`src/rtl/challenge_poly_writer_if.sv`:
```
// challenge_poly_writer_if: coefficient input stream, z output stream and SRAM write port
interface challenge_poly_writer_if;
  logic [1:0] coeff_in;
  logic coeff_valid;
  logic coeff_ready;
  logic [15:0] A;
  logic [23:0] D;
  logic WEB;
  logic [23:0] z_out;
  logic z_valid;
  logic z_ready;
  modport master(input coeff_in, coeff_valid, z_ready, output coeff_ready, A, D, WEB, z_out, z_valid);
  modport slave(output coeff_in, coeff_valid, z_ready, input coeff_ready, A, D, WEB, z_out, z_valid);
endinterface

```
`src/rtl/challenge_poly_writer.sv`:
```
// challenge_poly_writer: expands a ternary challenge stream mod Q into SRAM and a z stream, checking weight
module challenge_poly_writer #(
  parameter logic [23:0] Q = 24'd8380417,
  parameter int N = 256
) (
  input logic clk,
  input logic rst_n,
  input logic start,
  input logic [1:0] ml_dsa_level,
  input logic [15:0] base_addr,
  challenge_poly_writer_if.master io,
  output logic busy,
  output logic done,
  output logic [8:0] nonzero_count,
  output logic weight_err,
  output logic enc_err
);
  localparam int IW = $clog2(N);
  typedef enum logic [1:0] {IDLE, RUN, DRAIN, DONE} state_t;
  state_t state;
  logic [IW-1:0] idx;
  logic [5:0] tau;
  logic [15:0] base;
  logic acc;
  logic [23:0] ev;
  assign io.coeff_ready = (state == RUN) && (!io.z_valid || io.z_ready);
  assign acc = io.coeff_valid && io.coeff_ready;
  always_comb ev = io.coeff_in == 2'b01 ? 24'd1 : io.coeff_in == 2'b11 ? Q - 24'd1 : 24'd0;
  always_ff @(posedge clk or negedge rst_n)
    if (!rst_n) begin
      state <= IDLE;
      idx <= '0;
      tau <= 6'd60;
      base <= '0;
      io.A <= '0;
      io.D <= '0;
      io.WEB <= 1'b1;
      io.z_out <= '0;
      io.z_valid <= 1'b0;
      busy <= 1'b0;
      done <= 1'b0;
      nonzero_count <= '0;
      weight_err <= 1'b0;
      enc_err <= 1'b0;
    end else begin
      io.WEB <= !acc;
      io.z_valid <= acc || (io.z_valid && !io.z_ready);
      done <= 1'b0;
      if (acc) begin
        io.A <= base + 16'(idx);
        io.D <= ev;
        io.z_out <= ev;
        idx <= idx + 1'b1;
        nonzero_count <= nonzero_count + 9'(io.coeff_in[0]);
        enc_err <= enc_err || (io.coeff_in == 2'b10);
      end
      case (state)
        IDLE: if (start) begin
          state <= RUN;
          base <= base_addr;
          tau <= ml_dsa_level == 2'd1 ? 6'd39 : ml_dsa_level == 2'd2 ? 6'd49 : 6'd60;
          idx <= '0;
          nonzero_count <= '0;
          enc_err <= 1'b0;
          weight_err <= 1'b0;
          busy <= 1'b1;
        end
        RUN: if (acc && idx == IW'(N - 1)) state <= DRAIN;
        DRAIN: if (io.z_valid && io.z_ready) begin
          state <= DONE;
          done <= 1'b1;
          weight_err <= nonzero_count != {3'b0, tau};
        end
        default: begin
          state <= IDLE;
          busy <= 1'b0;
        end
      endcase
    end
endmodule

```
`src/flat_wrapper.sv`:
```
// flat-port wrapper written by rule: the top's interface ports become plain ports
module challenge_poly_writer_flat 
#(
  parameter logic [23:0] Q = 24'd8380417,
  parameter int N = 256
)
  (clk, rst_n, start, ml_dsa_level, base_addr, busy, done, nonzero_count, weight_err, enc_err, io_coeff_in, io_coeff_valid, io_z_ready, io_coeff_ready, io_A, io_D, io_WEB, io_z_out, io_z_valid);
  challenge_poly_writer_if io_i ();
  input logic clk;
  input logic rst_n;
  input logic start;
  input logic [1:0] ml_dsa_level;
  input logic [15:0] base_addr;
  output logic busy;
  output logic done;
  output logic [8:0] nonzero_count;
  output logic weight_err;
  output logic enc_err;
  input wire logic [$bits(io_i.coeff_in)-1:0] io_coeff_in;
  input wire logic [$bits(io_i.coeff_valid)-1:0] io_coeff_valid;
  input wire logic [$bits(io_i.z_ready)-1:0] io_z_ready;
  output wire logic [$bits(io_i.coeff_ready)-1:0] io_coeff_ready;
  output wire logic [$bits(io_i.A)-1:0] io_A;
  output wire logic [$bits(io_i.D)-1:0] io_D;
  output wire logic [$bits(io_i.WEB)-1:0] io_WEB;
  output wire logic [$bits(io_i.z_out)-1:0] io_z_out;
  output wire logic [$bits(io_i.z_valid)-1:0] io_z_valid;
  assign io_i.coeff_in = io_coeff_in;
  assign io_i.coeff_valid = io_coeff_valid;
  assign io_i.z_ready = io_z_ready;
  assign io_coeff_ready = io_i.coeff_ready;
  assign io_A = io_i.A;
  assign io_D = io_i.D;
  assign io_WEB = io_i.WEB;
  assign io_z_out = io_i.z_out;
  assign io_z_valid = io_i.z_valid;
  challenge_poly_writer #(.Q(Q), .N(N)) u_core (.clk(clk), .rst_n(rst_n), .start(start), .ml_dsa_level(ml_dsa_level), .base_addr(base_addr), .io(io_i), .busy(busy), .done(done), .nonzero_count(nonzero_count), .weight_err(weight_err), .enc_err(enc_err));
endmodule
```
`config.mk`:
```
export PLATFORM = sky130hd
export DESIGN_NAME = challenge_poly_writer_flat
export DESIGN_NICKNAME = d
export VERILOG_FILES = /design/src/rtl/challenge_poly_writer_if.sv /design/src/rtl/challenge_poly_writer.sv /design/src/flat_wrapper.sv
export SDC_FILE = /design/constraint.sdc
export NUM_CORES = 1
export LEC_CHECK = 0
export ABC_AREA = 1
export BUFFER_PORTS_ARGS = -buffer_cell sky130_fd_sc_hd__buf_2
export CORE_UTILIZATION = 48
export CTS_CLUSTER_DIAMETER = 150
export DETAILED_ROUTE_END_ITERATION = 10
export PLACE_DENSITY = 0.77
export SLEW_MARGIN = 25
export SYNTH_ARGS = -nofsm -noshare
export SYNTH_HDL_FRONTEND = slang
export SYNTH_SLANG_ARGS = --single-unit
```
`constraint.sdc`:
```
create_clock -name clk -period 1.75 [get_ports clk]
set_input_delay 0.4375 -clock clk [delete_from_list [all_inputs] [get_ports clk]]
set_output_delay 0.4375 -clock clk [all_outputs]
set_load 0.01 [all_outputs]
```
# Word level (Yosys, flattened, before mapping)
# Index checks and enable logic that the tools add are counted.
classes:
  reduce_logical: 18
  muxes: 24
  n_eq_ne: 12
  bitwise_logic: 1
  n_addsub: 3
op_table:
  columns: ["cell", "n"]
  rows:
  - ["9-bit 2-to-1 mux", 3]
  - ["24-bit 2-to-1 mux", 1]
  - ["8-bit 2-to-1 mux", 3]
  - ["23-bit 2-to-1 mux", 1]
  - ["16-bit by 8-bit adder with 16-bit output", 1]
  - ["9-bit by 1-bit adder with 9-bit output", 1]
  - ["9-bit by 6-bit inequality test with 1-bit output", 1]
  - ["8-bit by 1-bit adder with 8-bit output (second input constant)", 1]
  - ["2-bit equality test (second input constant)", 4]
  - ["8-bit equality test (second input constant)", 1]
  - ["1-bit 2-to-1 mux", 8]
  - ["2-bit by 1-bit equality test with 1-bit output (second input constant)", 3]
  - ["2-bit 2-to-1 mux", 3]
  - ["6-bit 2-to-1 mux", 1]
  - ["2-bit one-hot mux with 3 select lines", 1]
  - ["3-bit AND reduction", 2]
  - ["1-bit logical AND", 5]
  - ["4-bit 2-to-1 mux", 1]
  - ["2-bit inequality test (second input constant)", 2]
  - ["1-bit one-hot mux with 2 select lines", 2]
  - ["2-bit AND reduction", 2]
  - ["1-bit zero test", 3]
  - ["1-bit logical OR", 3]
  - ["2-bit zero test", 1]
  - ["4 further kinds", 4]
word_totals:
  regBits: 87
  wordCells: 71
  in_bits: 25
  output_inout_bits: 80

# Logic depth before layout (Yosys ltp)
depth:
  ltp_word: 7
  ltp_mapped: 11
  mapped_depth_nobuf: 11

# Worst setup path after synthesis
# OpenSTA, ideal clock, no wires.
synth_timing:
  kind: "flip-flop to flip-flop"
  from: "register u_core.idx[0]"
  to: "register u_core.io.A[6]"
  path_buffers: 0
  setup_ps: 117
  synth_period_minus_slack_ps: 1768
  arrival_time_ps: 1650
  setup_slack_ps: -18
  path_stages_with_launch: 10
  required_ps: 1633
  cell_sequence: "dfrtp_1 -> ha_1 -> fa_1 -> nand2_1 -> nand3_1 -> nand3_1 -> nand2_1 -> or2_2 -> nand3_1 -> nand2_1"
synth_between:
  elab_chain_cells: 1
synth_rtl:
  columns: ["item", "line", "rtl"]
  rows:
  - ["from (decl)", "challenge_poly_writer.sv:21", "logic [IW-1:0] idx;"]
  - ["from (signal assigned)", "challenge_poly_writer.sv:53", "idx <= idx + 1'b1;"]
  - ["16-bit by 8-bit adder with 16-bit output", "challenge_poly_writer.sv:50", "io.A <= base + 16'(idx);"]
  - ["to (signal assigned)", "challenge_poly_writer.sv:50", null]
  - ["to (decl)", "challenge_poly_writer_if.sv:12", "modport master(input coeff_in, coeff_valid, z_ready, output coeff_ready, A, D, WEB, z_out, z_valid);"]
# No other way between the ends.
# A chain may end at the register's enable or synchronous reset.

# Final worst setup path
layout_timing:
  from: "register u_core.base[0]"
  to: "register u_core.io.A[6]"
layout_between:
  elab_chain_cells: 1
layout_rtl:
  columns: ["item", "line", "rtl"]
  rows:
  - ["from (decl)", "challenge_poly_writer.sv:23", "logic [15:0] base;"]
  - ["from (signal assigned)", "challenge_poly_writer.sv:60", "base <= base_addr;"]
  - ["16-bit by 8-bit adder with 16-bit output", "challenge_poly_writer.sv:50", null]
# No other way between the ends.

==> summary.txt <==
Outcome
  • Status: complete, no violations

Place
  • DP Wirelength: 5690 microns
  • Area after DPL: 0.00418 sq mm
  • IO buf count: 78
  • Placed Cells: 645
  • Gpl congestion: 0.918

Detailed routing
  • DR iter-0 viols: 131
  • Total Wirelength: 8230 microns
  • Drt first pass iters: 4
  • Via count: 3230
  • Wire length per cell: 12.4 microns
  • Via density: 4.87
  • Final ANT Viol Nets: 0
  • Residual DRC count: 0

Logic synthesis
  • Biggest area consumer among synthesized cells: dfrtp_1
  • Post-Synthesis Cells: 484
  • Yosys Warn Count: 0
  • Post-synth EDFFs: 0
  • Top-count cell post-synth: nand2_1
  • Synth top cells by count: nand2_1, dfrtp_1, inv_1
  • Avg Cell Area, Syn: 7.97 sq um
  • Yosys cell types: 43
  • Register area share after synthesis: 41.6%
  • Ys async rst share: 100%
  • Syn Std Cell Area: 0.00386 sq mm
  • Area contributors post-synth: dfrtp_1, nand2_1, buf_4, ha_1, inv_1
  • Ys flop type: dfrtp_1
  • Synth Register Bits: 64
  • Top cell type's share of synthesized area: 38.9%

Final layout
  • Share of post-route cells with drive strength above 1: 27.6%
  • Fin util: 58.7%
  • Area Growth Syn to Fin: 18.2%
  • Post-route cell area: 0.00456 sq mm
  • Ant. Diodes: 0
  • Layout Nets: 599
  • Non-Filler Instances: 663

Timing
  • RSZ-0062 raised after global routing: yes
  • Part of the cycle the worst path needs: 99.4%
  • Hold Violations, Final: 0
  • Max-slew violation count: 0
  • Final clock skew: 0.00826 ns
  • Final min period: 1.74 ns
  • Final setup vio count: 0
  • Fmax: 575 MHz

Clocking
  • Worst-skew pair later-pin latency: 0.35 ns
  • TritonCTS clock tree: yes
  • Clk root buf: clkbuf_8
  • Htree depth: 3
  • Hold Buf Count CTS: 0
  • Cts bufs inserted: 9
  • Clk pin slew, worst setup/hold paths: 0.08 ns
  • Clk sinks: 64
  • Clock Path Buffers: 2

Critical path
  • Kind of critical path: reg -> reg
  • Top Family by Delay on Critical Path: simple AND/OR/NAND/NOR gates
  • Critical-path cell list: ha_2 > fa_2 > nand2_2 > nand3_2 > nand3_2 > nand2_4 > or2_4 > nand3_2 > nand2_1
  • Slowest-stage cell, CP: dfrtp_1
  • WP data arrival: 1.98 ns
  • Critical path buffer and inverter count: 0
  • Worst setup SP type: flip-flop
  • WP data required: 1.99 ns
  • Critical Path Max Stage Delay: 0.40 ns
  • CP Max Fanout: 4
  • CP most frequent cell: nand3_2
  • Crit path capture type: flip-flop

Min path
  • Worst hold path type: in -> async

Die
  • Die X: 91.6 microns
  • I/O pins: 105
  • Die height: 91.6 microns
  • Row cnt: 32
  • Initial core utilization: 49.7%
  • Die area: 0.00840 sq mm
  • Placeable Area: 0.00777 sq mm

Pwr
  • Final Power: 6.73 mW
  • Peak supply drop: 741 uV
  • Pleak: 2.57 nW
  • Power density cells: 1480 mW/mm^2

Global route
  • Antenna violations before repair: 0
  • First-pass GRT wire length: 13300 microns
  • Vias in the first global route: 3054
  • All-Layer GR Usage: 20.0%
  • Gr ovfl total: 0
  • Largest net degree at the start of global routing: 65

Flow run
  • Max-Cap Viols: 0
[sequential cells by signal, indices dropped and copies added (netlist names), 2 cells and up]
name / count
u_core.io.D: 2
u_core.base: 16
u_core.nonzero_count: 9
u_core.idx: 8
u_core.tau: 5
u_core.io.A: 16
u_core.state: 2
[routing by layer]
layer,up-vias,wire length (microns),track usage (%)
met5,-,0,0
met3,10,439,5.39
met2,93,4180,35.5
met1,1514,3520,23.6
met4,0,92,5.56
li1,1613,-,-
[timing repair]
| action | 4_1_cts | 5_1_grt |
|---|---|---|
| buffers inserted | 1 | 1 |
| setup endpoints to repair | 3 | 14 |
| resized for setup | 3 | 25 |
| gates cloned | 0 | 0 |
| pin swaps | 0 | 6 |
[logic make-up after synthesis]
group / share of synthesized area (%)
xor gates and xnor gates: 1.36
other: 0.0972
buffers and inverters: 15.9
DFF: 41.6
adders and majority gates: 6.03
and+or+nand+nor: 26.8
AOI/OAI and AO/OA: 8.17
[area by class of cell]
class | count | area [sq um]
repair buffers | 92 | 520
inverters | 55 | 206
fillers | 732 | 3210
multi-input cells | 334 | 1880
clock buffers | 9 | 124
clock inverters | 7 | 95.1
flip-flops and latches | 64 | 1610
well taps | 102 | 128
[layout by cell type, fill, tap and decap left out, types with 3 or more instances in the layout]
cell        n
inv_1      52
nand2_1   141
clkbuf_8    9
o21ai_1     3
o21ai_0    22
nand2_2     7
dfstp_2     4
dfrtp_1    58
xor2_1      4
a21oi_1    16
o21a_1      3
conb_1     26
nand3_2     9
buf_4      12
ha_4        6
nand3_1    26
nor2_1     21
buf_2      78
nor3_1      4
ha_1       10
[per-stage QoR]
stage          setup TNS, ns  hold slack [ns]  worst slack, ns
6_report                   0           0.0757           0.0106
5_1_grt               -0.377            0.109          -0.0712
4_1_cts                    0            0.102          0.00720
3_5_place_dp         -0.0312            0.465          -0.0312
3_3_place_gp               0            0.460           0.0171
2_1_floorplan              0            0.142           0.0339
[final timing paths]
path	startpoint	to	slack [ns]	cells after the start
setup reg to reg	u_core.base[0]	u_core.io.A[6]	0.01	9
hold / removal	rst_n	u_core.nonzero_count[8]	0.08	2
max in group asynchronous	rst_n	u_core.io.WEB	1.33	2
min in group clk	base_addr[6]	u_core.base[6]	0.28	3
hold reg to reg	u_core.io.A[12]	u_core.io.A[12]	0.47	2
setup / recovery	u_core.base[0]	u_core.io.A[6]	0.01	9
[power by group]
part / switching (mW) / internal [mW]
Sequential: 0.466 / 2.04
Clock: 0.625 / 0.804
Combinational: 1.63 / 1.16
Total: 2.72 / 4.01
(Power assumes the default switching activity.)
